<file path="src/rtl/riscv_core_mem_arbiter.sv">
// riscv_core_mem_arbiter: shares one AXI master between I-cache refill, D-cache refill and write-buffer drain.
// Define MEM_ARB_TIMEOUT_EN to enable the transaction watchdog and sticky o_timeout_err.
module riscv_core_mem_arbiter #(
    parameter int ADDR_WIDTH       = 64,
    parameter int DATA_WIDTH       = 64,
    parameter int FIFO_ENTRY_WIDTH = 128,
    parameter int LINE_OFFSET      = 5,
    parameter int TIMEOUT_CYCLES   = 1024
) (
    input  logic                        i_clk,
    input  logic                        i_rst_n,
    input  logic                        i_ic_req,
    input  logic [ADDR_WIDTH-1:0]       i_ic_addr,
    output logic                        o_ic_done,
    input  logic                        i_dc_req,
    input  logic [ADDR_WIDTH-1:0]       i_dc_addr,
    output logic                        o_dc_done,
    input  logic                        i_wb_valid,
    input  logic                        i_wb_full,
    input  logic [FIFO_ENTRY_WIDTH-1:0] i_wb_entry,
    output logic                        o_wb_pop,
    output logic                        o_axi_req,
    output logic                        o_axi_write,
    output logic [ADDR_WIDTH-1:0]       o_axi_addr,
    output logic [DATA_WIDTH-1:0]       o_axi_wdata,
    input  logic                        i_axi_done,
    output logic [1:0]                  o_grant,
    output logic                        o_timeout_err
);
    typedef enum logic [1:0] {IDLE = 2'd0, GRANT_IC = 2'd1, GRANT_DC = 2'd2, GRANT_WB = 2'd3} state_t;

    state_t                  state_q, state_d;
    logic                    rr_q, req_q, write_q, fin, to_hit, unused;
    logic [1:0]              grant_q;
    logic [ADDR_WIDTH-1:0]   addr_q, ic_line, dc_line, wb_addr;
    logic [DATA_WIDTH-1:0]   wdata_q;

    assign ic_line = {i_ic_addr[ADDR_WIDTH-1:LINE_OFFSET], {LINE_OFFSET{1'b0}}};
    assign dc_line = {i_dc_addr[ADDR_WIDTH-1:LINE_OFFSET], {LINE_OFFSET{1'b0}}};
    assign wb_addr = i_wb_entry[ADDR_WIDTH+DATA_WIDTH-1:DATA_WIDTH];
    assign unused  = ^{i_ic_addr[LINE_OFFSET-1:0], i_dc_addr[LINE_OFFSET-1:0], TIMEOUT_CYCLES != 0};

    // Any buffered store blocks a D-cache refill so reads never pass older writes.
    assign state_d = (i_wb_full & i_wb_valid)  ? GRANT_WB :
                     (i_dc_req & i_wb_valid)   ? GRANT_WB :
                     (i_ic_req & i_dc_req)     ? (rr_q ? GRANT_DC : GRANT_IC) :
                     i_ic_req                  ? GRANT_IC :
                     i_dc_req                  ? GRANT_DC :
                     i_wb_valid                ? GRANT_WB : IDLE;

    assign fin         = (state_q != IDLE) & (i_axi_done | to_hit);
    assign o_ic_done   = fin & (state_q == GRANT_IC);
    assign o_dc_done   = fin & (state_q == GRANT_DC);
    assign o_wb_pop    = fin & (state_q == GRANT_WB) & i_wb_valid;
    assign o_axi_req   = req_q;
    assign o_axi_write = write_q;
    assign o_axi_addr  = addr_q;
    assign o_axi_wdata = wdata_q;
    assign o_grant     = grant_q;

    always_ff @(posedge i_clk or negedge i_rst_n) begin
        if (!i_rst_n) begin
            state_q <= IDLE;
            rr_q    <= 1'b0;
            req_q   <= 1'b0;
            write_q <= 1'b0;
            grant_q <= 2'd0;
            addr_q  <= '0;
            wdata_q <= '0;
        end else if (state_q == IDLE) begin
            state_q <= state_d;
            if (state_d != IDLE) begin
                req_q   <= 1'b1;
                grant_q <= state_d;
                write_q <= state_d == GRANT_WB;
                addr_q  <= state_d == GRANT_WB ? wb_addr : state_d == GRANT_DC ? dc_line : ic_line;
            end
            if (state_d == GRANT_WB) wdata_q <= i_wb_entry[DATA_WIDTH-1:0];
            if (state_d == GRANT_IC) rr_q <= 1'b1;
            if (state_d == GRANT_DC) rr_q <= 1'b0;
        end else if (fin) begin
            state_q <= IDLE;
            req_q   <= 1'b0;
            write_q <= 1'b0;
            grant_q <= 2'd0;
        end
    end

`ifdef MEM_ARB_TIMEOUT_EN
    localparam int CW = $clog2(TIMEOUT_CYCLES);

    logic [CW-1:0] cnt_q;
    logic          err_q;

    assign to_hit        = (state_q != IDLE) & (cnt_q == CW'(TIMEOUT_CYCLES - 1));
    assign o_timeout_err = err_q;

    always_ff @(posedge i_clk or negedge i_rst_n) begin
        if (!i_rst_n) begin
            cnt_q <= '0;
            err_q <= 1'b0;
        end else begin
            cnt_q <= (state_q == IDLE || fin) ? '0 : cnt_q + CW'(1);
            if (to_hit) err_q <= 1'b1;
        end
    end
`else
    assign to_hit        = 1'b0;
    assign o_timeout_err = 1'b0;
`endif
endmodule

</file>
<file path="config.mk">
export PLATFORM = sky130hd
export DESIGN_NAME = riscv_core_mem_arbiter
export DESIGN_NICKNAME = d
export VERILOG_FILES = /design/src/rtl/riscv_core_mem_arbiter.sv
export SDC_FILE = /design/constraint.sdc
export NUM_CORES = 1
export LEC_CHECK = 0
export ABC_AREA = 1
export BUFFER_PORTS_ARGS = -buffer_cell sky130_fd_sc_hd__buf_4
export CAP_MARGIN = 20
export CORE_AREA = 5 5 151 153
export CTS_BUF_LIST = sky130_fd_sc_hd__clkbuf_8
export CTS_CLUSTER_DIAMETER = 150
export CTS_CLUSTER_SIZE = 20
export DETAILED_ROUTE_END_ITERATION = 10
export DIE_AREA = 0 0 156 158
export PLACE_DENSITY = 0.7
export SYNTH_ARGS = -nofsm -noshare
export SYNTH_HDL_FRONTEND = slang
export SYNTH_SLANG_ARGS = --single-unit
</file>
<file path="constraint.sdc">
create_clock -name i_clk -period 3.2 [get_ports i_clk]
set_input_delay 0.32 -clock i_clk [delete_from_list [all_inputs] [get_ports i_clk]]
set_output_delay 0.32 -clock i_clk [all_outputs]
set_load 0.01 [all_outputs]
</file>
; Yosys cells after proc, flatten, opt, wreduce, memory -nomap -nowiden
; Index checks and enable logic that the tools add are counted.
[totals]
ff_bits = 135
latch_bits = 0
mem_bits_rw = 0
rom_bits = 0
input_bits = 263
output_inout_bits = 136
word_cells = 51
n_memories = 0
[op_classes]
addsub = 0
n_mul = 0
n_div = 0
n_lt_le_gt_ge = 0
n_eq_ne = 7
shifts = 0
n_mux = 20
bitwise_logic = 8
reduce_logical = 9
[ops]
columns = op, n
row1 = 64-bit two-way mux, 2
row2 = 2-bit two-way mux, 11
row3 = 1-bit bitwise AND, 8
row4 = "2-bit == test, second input constant", 4
row5 = 2-bit AND reduction, 4
row6 = 2-bit nonzero test, 4
row7 = 1-bit two-way mux, 7
row8 = "2-bit by 1-bit == test with 1-bit output, second input constant", 2
row9 = 2-bit logical NOT, 1
row10 = "2-bit by 1-bit != test with 1-bit output, second input constant", 1

; Logic depth before layout (Yosys ltp)
; Gate-level depths: netlist of the first run.
[depth]
depth_word = 9
ltp_mapped = 14
mapped_depth_nobuf = 11

; Worst setup path after synthesis of the first run
; Ideal clock, no wire load.
[synth_timing]
kind = input to register
startpoint = input port i_wb_valid
endpoint = register addr_q[10], in the netlist o_axi_addr[10]
setup_time_ns = 0.117
t_arrival_ns = 1.678
required_ns = 3.083
slack_ns = 1.405
cell_stages = 10
path_cell_list = or2_2 > nand2_1 > inv_1 > ha_1 > inv_1 > buf_2 > clkbuf_1 > nand3_1 > nand3_1 > nand2_1
[synth_between]
elab_chain_cells = 9
elab_cells_between_ends = 14
[synth_rtl]
columns = element, line_no
row1 = start: declaration, 18  ; input logic i_wb_valid,
row2 = 2-bit two-way mux, 49  ; i_wb_valid ? GRANT_WB : IDLE;
row3 = 2-bit two-way mux, 48  ; i_dc_req ? GRANT_DC :
row4 = 2-bit two-way mux, 47  ; i_ic_req ? GRANT_IC :
row5 = 2-bit two-way mux, 46  ; (i_ic_req & i_dc_req) ? (rr_q ? GRANT_DC : GRANT_IC) :
row6 = 2-bit two-way mux, 45  ; (i_dc_req & i_wb_valid) ? GRANT_WB :
row7 = 2-bit two-way mux *, 44  ; assign state_d = (i_wb_full & i_wb_valid) ? GRANT_WB :
row8 = 2-bit == test, 76  ; addr_q <= state_d == GRANT_WB ? wb_addr : state_d == GRANT_DC ? dc_line : ic_line;
row9 = 64-bit two-way mux (2 in a row), 76
row10 = end signal: assignment, 76
row11 = end: declaration, 35  ; logic [ADDR_WIDTH-1:0] addr_q, ic_line, dc_line, wb_addr;
; Mark *: on every way between the ends. The rest lies on a longest branch, timed or not.
; A chain may end at the register's enable or synchronous reset.

; Worst setup path in the final report of the first run
[layout_timing]
startpoint = register rr_q
endpoint = register addr_q[50], in the netlist o_axi_addr[50]
[layout_between]
elab_chain_cells = 7
elab_cells_between_ends = 10
[layout_rtl]
columns = element, line_no
row1 = start: declaration, 33  ; logic rr_q, req_q, write_q, fin, to_hit, unused;
row2 = start signal: assignment, 64  ; rr_q <= 1'b0;
row3 = start signal: assignment, 79  ; if (state_d == GRANT_IC) rr_q <= 1'b1;
row4 = start signal: assignment, 80  ; if (state_d == GRANT_DC) rr_q <= 1'b0;
row5 = 2-bit two-way mux * (2 in a row), 46
row6 = 2-bit two-way mux *, 45
row7 = 2-bit two-way mux *, 44
row8 = 2-bit == test, 76
row9 = 64-bit two-way mux (2 in a row), 76
; Marked as above.

==> run summary, run 1 <==
GRT Total Usage -> 18.1%
Sw Ratio -> 39.3%
Max stage delay on crit path -> 0.54 ns
Int Power -> 5250 uW
Die ar. -> 0.0246 mm^2
fin nets -> 1494
endpoints failing setup -> 0
CP arrival -> 2.55 ns
Worst Hold Class -> primary input to flip-flop
total gr overflow -> 0
post-DR vias/cell -> 4.50
post-synth net total -> 1129
Longest Clk Path Bufs -> 2
commonest non-fill, non-tap cell in the layout -> nand2_1
Fillers -> 2141
# DRC -> 0
reg2reg start -> rr_q
Detailed Route WL -> 23.1 mm
CTS Sinks -> 135
crit start category -> flip-flop
clock power share -> 18.6%
final antenna-violating net count -> 0
hold slack final -> 0.0796 ns
RSZ-0062 raised after global routing -> no
Power Density -> 853 mW/mm^2
unique cell type count in the Yosys netlist -> 22
via count -> 6843
Worst path most repeated cell -> nand2_1
worst-skew pair later-pin latency -> 0.43 ns
Fmax achieved -> 460 MHz
share of cells above drive strength 1 -> 40.3%
num ports -> 399
Final Skew -> 0.0129 ns
required time of the critical path -> 3.58 ns
Post-synth top flop -> dfrtp_1
CTS H-Tree Depth -> 4
peak supply drop -> 0.292 mV
post-route minimum period -> 2.18 ns
maxcap violations -> 0
Initial Utilization -> 30.8%
Yosys warnings -> 0
crit path buf inv count -> 2
max-slew violations -> 0
net load switching power -> 3400 uW
Root Buffer -> clkbuf_8
Netlist Area Pre-Place -> 0.00660 mm^2
first-pass GRT wire length -> 35.2 mm
crit-path leading delay family -> simple AND/OR/NAND/NOR gates
outcome -> finished clean
CP max stage cell -> nor2_4
Worst Reg-to-Reg Cells -> 9
core area -> 0.0214 mm^2
fin crit share -> 68.0%
Hold Crit Endpoint -> o_axi_wdata[56]
most frequent cells in the layout -> nand2_1 (454), buf_4 (394), dfrtp_1 (135)
total chip power -> 8650 uW
leakage -> 0.00562 uW
Final Hold Vio Count -> 0
leading area contributor after synthesis -> dfrtp_1
post-route cell area -> 0.0101 mm^2
Hold Startpoint -> i_wb_entry[56]
Worst Setup Slack, final -> 1.02 ns
Area contributors post-synth -> dfrtp_1 (51%), nand2_1 (26%), nand3_1 (9.2%)
CTS tree -> yes
pin count of the biggest net entering global routing -> 119
number of global-route vias before repair -> 6812
flop2flop setup slack -> 1.02 ns
relative slew slack -> 54.6%
Syn Inst Count -> 862
row cnt -> 54
chip height -> 158 um
Crit Path Category -> flip-flop to flip-flop
Comb pwr share -> 46.7%
maximum fanout along the worst path -> 22
Yosys reg bits -> 135
routability cong. -> 0.821
r2r endpoint -> o_axi_addr[50]
DIE WIDTH -> 156 um
initial antenna violation count -> 1
WHS Path Cells -> 3
cell area after placement -> 0.00968 mm^2
Reg clk slew, reported paths -> 0.09 ns
CP Cell Sequence -> nand2_1, nand2_1, nand2_1, inv_1, ha_1, nor2_4, buf_4, nand3_1, nand2_1
FFs w/ async S/R, synth -> 100%
TNS Setup -> 0 ns
worst slack, placed -> 0.919 ns
Post-synth EDFFs -> 0
HPWL after DPL -> 17.3 mm
Flop pwr share -> 34.6%
Worst-Margin Slew -> 0.681 ns
Syn Area/Cell -> 7.65 um^2
Area Growth Syn to Fin -> 53.6%
Yosys top cell area share -> 51.2%
Crit. End Element -> flip-flop
IO buf count -> 387
Num CTS Buffers -> 17
sequential area share after synthesis -> 51.2%
DR iter-0 viols -> 383
wire per inst -> 15.2 um
DR pass1 iterations -> 4
routing by layer:
metal | up-vias | GRT usage, % | wire, um
met5 | - | 0 | 0
met4 | 0 | 5.13 | 317
met3 | 16 | 6.83 | 2380
met2 | 287 | 31.6 | 11500
met1 | 3121 | 20.9 | 8950
li1 | 3419 | - | -
how the worst max path moves through the flow:
| stage | from | to | slack [ns] | cells after the start |
|---|---|---|---|---|
| after global routing | rr_q | o_axi_addr[50] | 0.76 | 9 |
| after detailed placement | i_wb_valid | o_axi_addr[50] | 0.92 | 11 |
| after floorplan | i_wb_valid | o_axi_addr[10] | 1.40 | 10 |
| after global placement | i_wb_valid | o_axi_addr[50] | 0.95 | 11 |
| after CTS | rr_q | o_axi_addr[50] | 0.95 | 9 |
| final | rr_q | o_axi_addr[50] | 1.02 | 9 |
final cells by class:
type	instances	area [um^2]	share of cell area, %
Sequential cell	135	3380	33.3
Antenna cell	1	2.50	0.0247
Tap cell	280	350	3.46
Inverter	12	48.8	0.481
Multi-Input combinational cell	662	2870	28.3
Clock inverter	15	213	2.10
Clock buffer	17	234	2.31
Timing Repair Buffer	399	3040	30.0
cell families after synthesis:
logic type	count (synthesis)	synth area share (%)
compound gates	9	0.683
simple gates	648	41.9
other cells	1	0.0568
flops	135	51.2
fa+ha+maj	4	0.759
buf+inv	65	5.37
synth_stat cells (2+ instances only):
| master | n |
|---|---|
| buf_4 | 4 |
| nor3_1 | 2 |
| dfrtp_1 | 135 |
| buf_2 | 20 |
| ha_1 | 4 |
| inv_1 | 8 |
| buf_1 | 3 |
| or2_2 | 60 |
| o21ai_0 | 8 |
| nand3_1 | 121 |
| nor2_1 | 4 |
| clkbuf_1 | 17 |
| buf_6 | 9 |
| inv_2 | 3 |
| nor2_4 | 3 |
| nand2_1 | 455 |
worst min-delay path, delay by kind of cell:
family | cells | cell delay (ns)
buffers and inverters | 1 | 0.07
and+or+nand+nor | 2 | 0.09
power by group through the flow:
stage                     logic, uW  registers [uW]  clock network (uW)
after floorplan                1690            3380                   0
after global routing           4500            3110                1750
after global placement         4100            2990                   0
after detailed placement       4150            3020                   0
final                          4040            3000                1610
after CTS                      4150            3000                1680
metrics by stage:
stage,utilization (%),instances
finish,47.3,1521
floorplan,-,862
detailed placement,45.2,1487
CTS,47.3,1520
global route,47.3,1521
global placement,45.2,1487
timing repair:
item                                   4_1_cts  5_1_grt
setup buffers                                0        0
hold buffers                                 1        0
gates resized for setup                      0        0
endpoints found under the hold margin       62        0
sequential cells by signal, indices dropped and copies added (netlist names):
name and flops:
o_axi_write 1, rr_q 1, o_grant 2, o_axi_req 1, state_q 2, o_axi_wdata 64
o_axi_addr 64
Power figures use the tool's default switching activity.
==> inputs of run 2 (changes only) <==
- ABC_AREA: 1 -> 0
- CORE_AREA: 5 5 151 153 -> 5 5 150 152
- DIE_AREA: 0 0 156 158 -> 0 0 155 157
- PLACE_DENSITY: 0.7 -> 0.74
- clock period: 3.2 -> 2 ns (I/O delays scaled with it)
==> run 2 against run 1 <==
Compared with the run above: sequential share of layout area fell by 4.5 points; combinational power grew 110%; via count shrank 12%; worst hold slack got worse by 0.039 ns; cell count fell by 14%; maximum frequency rose by 11%; sequential power up 66%; clock power increased by 46%; setup slack lost 0.99 ns; synthesized cell count decreased by 40%; critical path type unchanged; critical endpoint is now o_axi_addr[36]; largest cell class is now buffers; highest routed layer unchanged.
==> run summary, run 2 <==
required time of the critical path -> 2.31 ns (-1.27 ns)
leakage -> 0.00586 uW (+4.2%)
Post-synth EDFFs -> 0 (unchanged)
total chip power -> 15800 uW (+83%)
Register Area -> 0.00338 mm^2 (unchanged)
Crit. End Element -> flip-flop
net load switching power -> 5770 uW (+70%)
sequential area share after synthesis -> 50.4% (-0.80 points)
Int Power -> 10000 uW (+91%)
Yosys reg bits -> 135 (unchanged)
Crit Path Category -> flip-flop to flip-flop
DR iter-0 viols -> 190 (-50%)
CTS tree -> yes
Sw Ratio -> 36.5% (-2.8 points)
num ports -> 399 (unchanged)
Worst Hold Class -> primary input to flip-flop
Final Skew -> 0.0168 ns (+0.00386 ns)
Worst-Margin Slew -> 0.702 ns (+0.0216 ns)
Final Hold Vio Count -> 0 (unchanged)
post-synth net total -> 788 (-30%)
r2r endpoint -> o_axi_addr[36]
max-slew violations -> 0 (unchanged)
worst-skew pair later-pin latency -> 0.43 ns (about the same)
Fmax achieved -> 508 MHz (+11%)
Initial Utilization -> 32.1% (+1.3 points)
Area Growth Syn to Fin -> 74.9%
share of cells above drive strength 1 -> 59.6% (+19 points)
DR pass1 iterations -> 4 (unchanged)
row cnt -> 53 (-1.9%)
Flop pwr share -> 31.4% (-3.2 points)
peak supply drop -> 0.600 mV (+110%)
Power Density -> 1350 mW/mm^2 (+58%)
post-DR vias/cell -> 4.61 (+2.4%)
total gr overflow -> 0 (unchanged)
fin nets -> 1287 (-14%)
# diodes -> 0 (-1)
area of the multi-input gates -> 0.00315 mm^2 (+9.6%)
GRT Total Usage -> 18.7% (+0.51 points)
flop2flop setup slack -> 0.03 ns (-0.99 ns)
Reg clk slew, reported paths -> 0.09 ns (about the same)
Longest Clk Path Bufs -> 2 (unchanged)
leading area contributor after synthesis -> dfrtp_1
Worst setup endpoint -> o_axi_addr[36]
# DRC -> 0 (unchanged)
most frequent cells in the layout -> buf_4 (401), dfrtp_1 (135), dlygate4sd3_1 (82)
wire per inst -> 19.6 um (+29%)
Post-synth top flop -> dfrtp_1
chip height -> 157 um (-0.63%)
crit start category -> flip-flop
CP arrival -> 2.28 ns (-0.27 ns)
clock power share -> 14.9% (-3.7 points)
Yosys warnings -> 0 (unchanged)
number of global-route vias before repair -> 6215 (-8.8%)
endpoints failing setup -> 0 (unchanged)
Num CTS Buffers -> 17 (unchanged)
Fillers -> 1735 (-19%)
Root Buffer -> clkbuf_8
HPWL after DPL -> 16.6 mm (-4.0%)
Netlist Area Pre-Place -> 0.00670 mm^2 (+1.6%)
CTS Sinks -> 135 (unchanged)
Syn Area/Cell -> 12.9 um^2 (+68%)
Setup crit start -> rr_q
first-pass GRT wire length -> 35.5 mm (+0.86%)
Area contributors post-synth -> dfrtp_1 (50%), mux2_4 (13%), mux2_2 (11%)
RSZ-0062 raised after global routing -> yes
Worst Reg-to-Reg Cells -> 8 (-1)
DIE WIDTH -> 155 um (-0.64%)
initial antenna violation count -> 0 (-1)
maximum fanout along the worst path -> 8 (-64%)
FFs w/ async S/R, synth -> 100% (unchanged)
Comb pwr share -> 53.7% (+7.0 points)
core area -> 0.0209 mm^2 (-2.5%)
final antenna-violating net count -> 0 (unchanged)
reg2reg start -> rr_q
placed cells -> 1177 (-21%)
IO buf count -> 387 (unchanged)
outcome -> finished clean
fin crit share -> 98.4% (+30 points)
CP max stage cell -> or3_4
commonest non-fill, non-tap cell in the layout -> buf_4
Max stage delay on crit path -> 0.49 ns (-0.05 ns)
via count -> 6022 (-12%)
maxcap violations -> 0 (unchanged)
Detailed Route WL -> 25.6 mm (+11%)
CP Cell Sequence -> nand2b_4, a21oi_4, or2_4, ha_4, or3_4, clkbuf_16, nand2_1, o21ai_0
unique cell type count in the Yosys netlist -> 33 (+50%)
final core occ -> 56.1% (+8.8 points)
post-route minimum period -> 1.97 ns (-0.207 ns)
pin count of the biggest net entering global routing -> 61 (-49%)
Yosys top cell area share -> 50.4% (-0.80 points)
Syn Inst Count -> 521 (-40%)
CTS H-Tree Depth -> 4 (unchanged)
relative slew slack -> 52.7% (-1.9 points)
routability cong. -> 0.759 (-7.6%)
most numerous cell in the Yosys netlist -> dfrtp_1
Post-synth top cells -> dfrtp_1 (135), nand2_1 (72), mux2_2 (63), mux2_4 (60), mux2i_1 (59)
Finished Layout Cells -> 1307 (-14%)
Die ar. -> 0.0243 mm^2 (-1.3%)
[run 2: changes by cell type after synthesis, sizes merged, moves of 4 or more]
cell / previous run / this run
or2: 60 / 2
nor2: 7 / 3
nand2: 456 / 72
buf: 36 / 28
inv: 12 / 4
clkbuf: 17 / 7
mux2i: 0 / 59
mux2: 0 / 123
nand3: 121 / 3
o21ai: 8 / 67
[run 2: timing repair]
item                       CTS  global route
pin swaps                    1             5
setup buffers                1             2
cloned                       1            13
setup endpoints to repair   76           129
hold endpoints to repair   125             0
gates resized for setup      5            39
hold buffers                82             0
[run 2: per-stage QoR]
step	setup slack [ns]	TNS, ns	hold slack [ns]	cell area [um^2]
floorplan	0.00261	0	-0.0956	6710
global placement	-0.0400	-0.150	0.157	10100
detailed placement	-0.0810	-1.06	0.158	10100
CTS	-0.0262	-0.0504	0.000800	11400
global route	-0.0184	-0.224	0.0105	11700
finish	0.0320	0	0.0407	11700
[run 2: critical path: cells and delay by family (launching register included)]
family	cells	cell delay (ns)
and+or+nand+nor	4	0.94
adders and majority gates	1	0.18
DFF	1	0.38
buffers and inverters	1	0.22
AOI/OAI and AO/OA	2	0.14
[run 2: how the worst min path moves through the flow]
stage,from,end,slack (ns),cells past startpoint
floorplan,i_rst_n,o_axi_addr[0],-0.1,0
global placement,i_rst_n,o_axi_addr[50],0.16,1
detailed placement,i_rst_n,o_axi_wdata[54],0.16,1
CTS,i_wb_entry[125],o_axi_addr[61],0.0008,3
global route,i_wb_entry[74],o_axi_addr[10],0.01,3
finish,i_wb_entry[109],o_axi_addr[45],0.04,3
[run 2: logic make-up (layout without fill, tap and decap cells)]
logic type               count (synthesis)  after routing  synth area share, %
AND/OR/NAND/NOR                         87             89                 5.62
buffers and inverters                   39            548                 4.67
AO/OA/AOI/OAI                           73             73                 5.68
adder cells (fa/ha/maj)                  4              4                0.747
other                                    1              1               0.0559
multiplexers                           182            182                 32.8
flip-flops                             135            135                 50.4
[run 2: power by group through the flow]
stage          logic (uW)  clock network, uW  registers, uW
4_1_cts              7570               2430           4900
3_5_place_dp         7370                  0           4940
2_1_floorplan        3280                  0           5490
5_1_grt              9030               2550           5160
6_report             8490               2350           4970
3_3_place_gp         7240                  0           4870
[run 2: cell type report]
class	count	share of cell area [%]
timing repair buffer	513	37.9
clock buffer	17	2.00
tap	275	2.94
clock inverter	14	1.40
inverter	4	0.149
multi-input combinational	349	26.8
sequential	135	28.8
[run 2: layer usage]
layer  wire (um)  share of wire (%)  up-vias  GRT usage (%)
met5           0                  0        -              0
met1       10100                 40     2910           21.7
met4         632                2.5        0           6.98
met2       13200                 52      251           33.2
met3        1650                6.5       32           4.84
li1            -                  -     2829              -
==> inputs of run 3 (changes only) <==
- RECOVER_POWER: default -> 100
==> run 3 against run 2 <==
Compared with the run above: clock skew is essentially flat; utilization is 0.072 points lower; first-iteration DRC count increased by 4.7%; wire length is 0.12% lower; maximum frequency about the same; die area unchanged; final area decreased by 0.13%; worst hold slack is essentially flat; setup slack worse by 0.00094 ns; cell count stayed put; sequential cell count is the same; via count fell by 0.27%; critical path type unchanged; largest cell class unchanged; largest power group unchanged; highest routed layer unchanged.
==> run summary, run 3 (synthesis gave the netlist of run 2 again) <==
row cnt -> 53 (unchanged)
maximum fanout along the worst path -> 8 (unchanged)
Hold Crit Endpoint -> o_axi_addr[61]
CTS Sinks -> 135 (unchanged)
IO buf count -> 387 (unchanged)
final core occ -> 56.0% (-0.072 points)
max-slew violations -> 0 (unchanged)
chip height -> 157 um (unchanged)
first-pass GRT wire length -> 35.5 mm (unchanged)
met3 wire length -> 1.70 mm (+2.7%)
pin count of the biggest net entering global routing -> 61 (unchanged)
CP Cell Sequence -> nand2b_4, a21oi_4, or2_4, ha_4, or3_4, clkbuf_16, nand2_1, o21ai_0
Worst-Margin Slew -> 1.16 ns (+0.460 ns)
Longest Clk Path Bufs -> 2 (unchanged)
CP arrival -> 2.28 ns (about the same)
endpoints failing setup -> 0 (unchanged)
Area Growth Syn to Fin -> 74.6%
WHS Path Cells -> 3 (unchanged)
Final Skew -> 0.0169 ns (+0.0000967 ns)
GRT Total Usage -> 18.7% (unchanged)
reg2reg start -> rr_q
Crit. End Element -> flip-flop
Crit Path Category -> flip-flop to flip-flop
total chip power -> 15800 uW (about the same)
Final Hold Vio Count -> 0 (unchanged)
wire per inst -> 19.6 um (-0.12%)
# DRC -> 0 (unchanged)
number of global-route vias before repair -> 6215 (unchanged)
Detailed Route WL -> 25.6 mm (-0.12%)
outcome -> finished clean
Num CTS Buffers -> 17 (unchanged)
post-DR vias/cell -> 4.60 (-0.27%)
fin crit share -> 98.4% (about the same)
Hold Startpoint -> i_wb_entry[125]
DIE WIDTH -> 155 um (unchanged)
flop2flop setup slack -> 0.03 ns (about the same)
fin nets -> 1287 (unchanged)
Max stage delay on crit path -> 0.49 ns (about the same)
DR pass1 iterations -> 4 (unchanged)
post-route cell area -> 0.0117 mm^2 (-0.13%)
# diodes -> 0 (unchanged)
crit start category -> flip-flop
commonest non-fill, non-tap cell in the layout -> buf_4
Initial Utilization -> 32.1% (unchanged)
CP max stage cell -> or3_4
Fmax achieved -> 508 MHz (about the same)
initial antenna violation count -> 0 (unchanged)
via count -> 6006 (-0.27%)
met2 wire length -> 13.2 mm (+0.17%)
maxcap violations -> 0 (unchanged)
Root Buffer -> clkbuf_8
Power Density -> 1350 mW/mm^2 (about the same)
required time of the critical path -> 2.31 ns (about the same)
Worst Hold Class -> primary input to flip-flop
post-route met1 wirelength -> 10.1 mm (-0.66%)
routability cong. -> 0.759 (unchanged)
top sig layer -> met4
num ports -> 399 (unchanged)
r2r endpoint -> o_axi_addr[36]
post-route minimum period -> 1.97 ns (+0.000935 ns)
core area -> 0.0209 mm^2 (unchanged)
final antenna-violating net count -> 0 (unchanged)
CTS H-Tree Depth -> 4 (unchanged)
Worst Reg-to-Reg Cells -> 8 (unchanged)
peak supply drop -> 0.600 mV (about the same)
hold slack final -> 0.0412 ns (+0.000499 ns)
RSZ-0062 raised after global routing -> yes
Reg clk slew, reported paths -> 0.09 ns (about the same)
cell area after placement -> 0.0101 mm^2 (unchanged)
CTS tree -> yes
most frequent cells in the layout -> buf_4 (401), dfrtp_1 (135), dlygate4sd3_1 (82)
relative slew slack -> 22.5% (-30 points)
TNS Setup -> 0 ns (unchanged)
worst-skew pair later-pin latency -> 0.43 ns (about the same)
total gr overflow -> 0 (unchanged)
leakage -> 0.00585 uW (about the same)
DR iter-0 viols -> 199 (+4.7%)
share of cells above drive strength 1 -> 59.6% (unchanged)
Die ar. -> 0.0243 mm^2 (unchanged)
HPWL after DPL -> 16.6 mm (unchanged)
## run 3: cell count changes in the layout (fill, tap and decap cells not counted)
cell	change
buf_12	-1
clkbuf_2	+1
## run 3: stage by stage
step,cells,setup slack (ns)
after CTS,1292,-0.0262
after global routing,1307,-0.0184
after global placement,1177,-0.0400
after floorplan,521,0.00261
final,1307,0.0310
after detailed placement,1177,-0.0810
## run 3: layer usage
layer | vias to the layer above | GRT usage, %
met4 | 0 | 6.98
met1 | 2896 | 21.7
met3 | 30 | 4.84
met5 | - | 0
met2 | 254 | 33.2
li1 | 2826 | -
## run 3: how the worst max path moves through the flow
stage	startpoint	end	slack, ns	cells after the start
2_1_floorplan	rr_q	o_axi_addr[23]	0.003	10
3_3_place_gp	rr_q	o_axi_addr[37]	-0.04	8
3_5_place_dp	rr_q	o_axi_addr[37]	-0.08	8
4_1_cts	rr_q	o_axi_addr[42]	-0.03	8
5_1_grt	rr_q	o_axi_addr[48]	-0.02	7
6_report	rr_q	o_axi_addr[36]	0.03	8
## run 3: area by class of cell
type / instances / area, um^2
multi-input combinational: 349 / 3150
tap: 275 / 344
inverter: 4 / 17.5
clock buffer: 17 / 234
timing repair buffer: 513 / 4420
fill: 1738 / 9180
clock inverter: 14 / 164
sequential: 135 / 3380
## run 3: report_power, final
group	switching (uW)	total, uW	internal [uW]
Clock	1210	2350	1140
Sequential	852	4970	4120
Combinational	3710	8480	4780
## run 3: worst max-delay path, delay by kind of cell (launching register included)
family,cells,cell delay (ns)
buffers and inverters,1,0.22
adders and majority gates,1,0.18
AOI/OAI and AO/OA,2,0.14
and+or+nand+nor,4,0.94
DFF,1,0.38
## run 3: what timing repair did
action | CTS | global route
setup endpoints to repair | 76 | 129
hold buffers | 82 | 0
pin swaps | 1 | 5
buffers inserted | 1 | 2
endpoints found under the hold margin | 125 | 0
resized for setup | 5 | 39
gates cloned | 1 | 13
